**src/rtl/memory_1r1w_fifo_ctrl.sv**
```systemverilog
// FIFO controller for an external 1R1W SRAM: writes pushes straight into memory and
// prefetches through the 1-cycle read port into a 2-entry output buffer.
module memory_1r1w_fifo_ctrl #(
    parameter int DATAW = 32,
    parameter int WORDW = 1024,
    parameter int ADDRW = $clog2(WORDW),
    localparam int CNTW = $clog2(WORDW + 3)
) (
    input  logic             clk,
    input  logic             rst_n,
    input  logic             clear,
    input  logic             push_valid,
    output logic             push_ready,
    input  logic [DATAW-1:0] push_data,
    output logic             pop_valid,
    input  logic             pop_ready,
    output logic [DATAW-1:0] pop_data,
    output logic [CNTW-1:0]  count,
    output logic [ADDRW-1:0] mem_adra,
    output logic [DATAW-1:0] mem_da,
    output logic [DATAW-1:0] mem_wema,
    output logic             mem_wea,
    output logic             mem_mea,
    output logic [ADDRW-1:0] mem_adrb,
    output logic             mem_meb,
    input  logic [DATAW-1:0] mem_qb
);

    logic [ADDRW-1:0] wr_ptr, rd_ptr;
    logic [CNTW-1:0]  mem_count, mem_count_nxt, count_nxt;
    logic             inflight;
    logic [1:0]       buf_cnt, buf_cnt_nxt, pending, slot;
    logic [DATAW-1:0] buf_head, buf_tail, head_nxt, tail_nxt;
    logic             push_fire, pop_fire, rd_fire;

    function automatic logic [ADDRW-1:0] bump(input logic [ADDRW-1:0] p);
        return (p == ADDRW'(WORDW - 1)) ? '0 : p + ADDRW'(1);
    endfunction

    // mem_count only covers words written at earlier edges, so a read never races a write
    assign push_ready = (mem_count < CNTW'(WORDW)) & ~clear;
    assign push_fire  = push_valid & push_ready;
    assign pop_valid  = (buf_cnt != 2'd0);
    assign pop_fire   = pop_valid & pop_ready & ~clear;
    assign pending    = buf_cnt + 2'(inflight);
    assign rd_fire    = (mem_count != '0) & ((pending - 2'(pop_fire)) < 2'd2) & ~clear;

    assign mem_wea  = push_fire;
    assign mem_mea  = push_fire;
    assign mem_adra = wr_ptr;
    assign mem_da   = push_data;
    assign mem_wema = '1;
    assign mem_meb  = rd_fire;
    assign mem_adrb = rd_ptr;
    assign pop_data = buf_head;

    always_comb begin
        mem_count_nxt = mem_count + CNTW'(push_fire) - CNTW'(rd_fire);
        buf_cnt_nxt   = buf_cnt + 2'(inflight) - 2'(pop_fire);
        slot          = buf_cnt - 2'(pop_fire);
        head_nxt      = buf_head;
        tail_nxt      = buf_tail;
        // Head only shifts when a second word exists, so an emptied buffer keeps its last value
        if (pop_fire && buf_cnt == 2'd2) begin
            head_nxt = buf_tail;
        end
        if (inflight) begin
            if (slot == 2'd0) begin
                head_nxt = mem_qb;
            end else begin
                tail_nxt = mem_qb;
            end
        end
        count_nxt = mem_count_nxt + CNTW'(rd_fire) + CNTW'(buf_cnt_nxt);
    end

    always_ff @(posedge clk or negedge rst_n) begin
        if (!rst_n) begin
            wr_ptr    <= '0;
            rd_ptr    <= '0;
            mem_count <= '0;
            inflight  <= 1'b0;
            buf_cnt   <= 2'd0;
            buf_head  <= '0;
            buf_tail  <= '0;
            count     <= '0;
        end else if (clear) begin
            wr_ptr    <= '0;
            rd_ptr    <= '0;
            mem_count <= '0;
            inflight  <= 1'b0;
            buf_cnt   <= 2'd0;
            buf_head  <= '0;
            buf_tail  <= '0;
            count     <= '0;
        end else begin
            if (push_fire) begin
                wr_ptr <= bump(wr_ptr);
            end
            if (rd_fire) begin
                rd_ptr <= bump(rd_ptr);
            end
            mem_count <= mem_count_nxt;
            inflight  <= rd_fire;
            buf_cnt   <= buf_cnt_nxt;
            buf_head  <= head_nxt;
            buf_tail  <= tail_nxt;
            count     <= count_nxt;
        end
    end

endmodule

```
**config.mk**
```make
export PLATFORM = sky130hd
export DESIGN_NAME = memory_1r1w_fifo_ctrl
export DESIGN_NICKNAME = d
export VERILOG_FILES = /design/src/rtl/memory_1r1w_fifo_ctrl.sv
export SDC_FILE = /design/constraint.sdc
export NUM_CORES = 1
export LEC_CHECK = 0
export ABC_CLOCK_PERIOD_IN_PS = 4870
export BUFFER_PORTS_ARGS = -buffer_cell sky130_fd_sc_hd__buf_2
export CORE_ASPECT_RATIO = 0.7
export CORE_MARGIN = 5
export CORE_UTILIZATION = 28
export DETAILED_ROUTE_END_ITERATION = 10
export HOLD_SLACK_MARGIN = 0.1
export PLACE_DENSITY = 0.6
export SYNTH_ARGS = -nofsm -noshare
export SYNTH_HDL_FRONTEND = slang
export SYNTH_SLANG_ARGS = --single-unit
```
**constraint.sdc**
```tcl
create_clock -name clk -period 4.87 [get_ports clk]
set_input_delay 0 -clock clk [delete_from_list [all_inputs] [get_ports clk]]
set_output_delay 0 -clock clk [all_outputs]
set_load 0.1 [all_outputs]
```
==> results_dict.tcl <==
set metrics [dict create \
    clk_pin_slew_worst_paths_ns 0.08 \
    async_reset_ff_frac 1.00 \
    rsz0062_at_grt "no" \
    p_leak_nw 3.50 \
    cp_slowest_stage_delay_ns 0.42 \
    grt_pass1_vias 4857 \
    setup_viol_count_final 0 \
    drtAntennaViolNets 0 \
    crit_family "simple AND/OR/NAND/NOR gates" \
    grt_max_degree 67 \
    vias_per_cell 4.63 \
    fillers 2241 \
    cts_buffers 9 \
    cts-root-buf "clkbuf_16" \
    cts_setup_buffers 0 \
    fin_setup_tns_ns 0 \
    cp.depth 18 \
    hpwlAfterDp_mm 11.1 \
    fin_crit_sh 0.905 \
    cp.required_ns 5.13 \
    worst-path-max-fanout 6 \
    ir_drop_uv 229 \
    htree_levels 3 \
    min_period_ns 4.41 \
    firstDrtPassIters 5 \
    postSynthCellCount 661 \
    layout-area-overhead-vs-synth_pct 22.7 \
    syn_avg_cell_area_sq_um 9.41 \
    max_freq_ghz 0.227 \
    crit_buf_inv 3 \
    reg2reg_depth 18 \
    vias 4965 \
    ios 201 \
    die_h_um 135 \
    synth_top_cell_by_area "dfrtp_1" \
    routedWlPerCell_um 15.7 \
    synthFlopType "dfrtp_1" \
    finalWirelength_mm 16.8 \
    fin_skew_ns 0.0118 \
    power_density_nw_per_um2 672 \
    yosys.cell_count.top_type "dfrtp_1" \
    holdPathStages 5 \
    antenna_cells 0 \
    fp.dieW_um 188 \
    slew_headroom 0.328 \
    status "finished, final reports clean" \
    slew_violations 0 \
    synth.distinct_cells 70 \
    post-route-util 0.350 \
    nNetsFinal 877 \
    ys_ff_latch 109 \
    cts.path.max_buffers 2 \
    ys_warn_count 0 \
    critPathKind "reg2reg" \
    drt_iter0_markers 329 \
    multi_input_area_sq_um 2910 \
    initial_core_util 0.285 \
    ys_seq_area_frac 0.439 \
    drive_gt1_frac 0.187 \
    worstPathCellList "inv_1 -> nor3_4 -> a21o_1 -> ha_1 -> or3_1 -> nand3_1 -> nor2_4 -> ha_1 -> inv_1 -> ha_1 -> inv_1 -> fa_1 -> nor2b_1 -> nor4_1 -> o41ai_2 -> nand4_2 -> nor4_1 -> mux2i_1" \
    syn_area_sq_um 6220 \
    clk_latency_ns 0.34 \
    holdCritPathClass "in2reg" \
    finalWeightedCongestion 0.843 \
    cp-start-kind "flop" \
    grt_usage 0.130 \
    critPathArrivalTime_ns 4.67 \
    antenna_found_initial 0 \
    rows 45 \
    clock-sinks 109 \
    die_area_sq_um 25300 \
    grt_overflow 0 \
    cp_slowest_cell "nor4_1" \
    route.detailed.drc 0 \
    core_area_sq_um 21800 \
    grt_pass1_wl_mm 26.7 \
    tightest_slew_ns 1.01 \
    synth_edf_count 0 \
    regArea_sq_um 2730 \
    synth.area.top_cells "dfrtp_1, buf_4, mux2i_1, nand2_1, a211oi_1" \
    hold_viol_final 0 \
    whs_ns 0.131 \
    synth_commonest_cells "dfrtp_1, nand2_1, buf_4" \
    maxCapViolations 0 \
    cts_tree "yes" \
    cts_resized 0 \
    synth_top_area_share 0.439 \
    crit_path_end_kind "flop" \
    port_buffers 104 \
]
## metal layers
layer,share of wire,GRT usage,up-vias
met3,0.054,0.0320,7
li1,-,-,2429
met1,0.50,0.195,2388
met4,0.0046,0.0224,0
met2,0.44,0.192,141
met5,0,0,-
## cell type report
| type | instances | share of cell area |
|---|---|---|
| multi-input combinational | 461 | 0.382 |
| sequential | 109 | 0.358 |
| clock inverter | 5 | 0.00771 |
| timing repair buffer | 178 | 0.163 |
| inverter | 27 | 0.0133 |
| tap | 282 | 0.0463 |
| clock buffer | 11 | 0.0305 |
## final timing paths
path | from | end | slack [ns]
setup / recovery | buf_cnt[1] | count[10] | 0.46
hold / removal | clear | count[9] | 0.13
setup reg to reg | buf_cnt[1] | count[10] | 0.46
hold reg to reg | buf_tail[14] | buf_tail[14] | 0.52
max in group asynchronous | rst_n | buf_tail[18] | 3.45
min in group asynchronous | rst_n | count[4] | 0.30
## flip-flops by register name, summed over array words and instances (netlist names)
register / count
mem_adrb: 10
count: 11
inflight: 1
mem_count: 11
mem_adra: 10
buf_cnt: 2
buf_tail: 32
pop_data: 32
## cells by family (layout without fill, tap and decap cells)
| group | after synthesis | count (layout) | share of synthesized area |
|---|---|---|---|
| and+or+nand+nor | 222 | 222 | 0.171 |
| AOI/OAI and AO/OA | 131 | 131 | 0.142 |
| buffers and inverters | 122 | 221 | 0.116 |
| DFF | 109 | 109 | 0.439 |
| muxes | 38 | 38 | 0.0616 |
| adders and majority gates | 22 | 22 | 0.0479 |
| xor gates and xnor gates | 16 | 16 | 0.0225 |
| other | 1 | 32 | 0.000603 |
## cells in the final DEF, fill, tap and decap left out, types with 3 or more instances in the layout
master and count:
fa_1 3, a211oi_1 34, nor2_1 63, clkbuf_16 9, dfrtp_1 109, o21ai_0 14
inv_1 26, nand2b_1 12, nor4_1 3, nand2_1 80, buf_4 11, and3_1 8
xor2_1 3, a31oi_1 6, nor3_1 4, and2_1 3, dlygate4sd3_1 65, nor3b_1 3
ha_1 19, mux2i_1 36, o31ai_1 3, nand4_1 3, or3_1 5, xnor2_1 13
a21oi_1 44, buf_2 102, nor2b_1 8, a21o_1 5, conb_1 32, nand3_1 10
## what timing repair did
action                                  4_1_cts  5_1_grt
endpoints found under the hold margin       161        0
hold buffers                                 65        0
endpoints found under the setup margin        0        0
## report_power, final
part           switching (mW)  internal [mW]  total [mW]
Combinational            2.31          0.861        3.17
Clock                   0.342          0.401       0.744
Sequential              0.121           1.09        1.21
## tightest hold or removal path, delay by kind of cell
kind	cells	cell delay, ns
mux	1	0.06
buf+inv	3	0.30
simple gates	1	0.06
## stage by stage
stage	cell area (sq um)	setup slack, ns	power [mW]	std cells
final	7630	0.461	5.13	1073
after CTS	7630	0.488	5.16	1073
after global routing	7630	0.168	5.45	1073
after floorplan	6340	0.113	3.79	692
after detailed placement	6690	0.523	4.25	992
after global placement	6690	0.579	4.23	992
No activity file was read; power rests on OpenSTA's default activity.
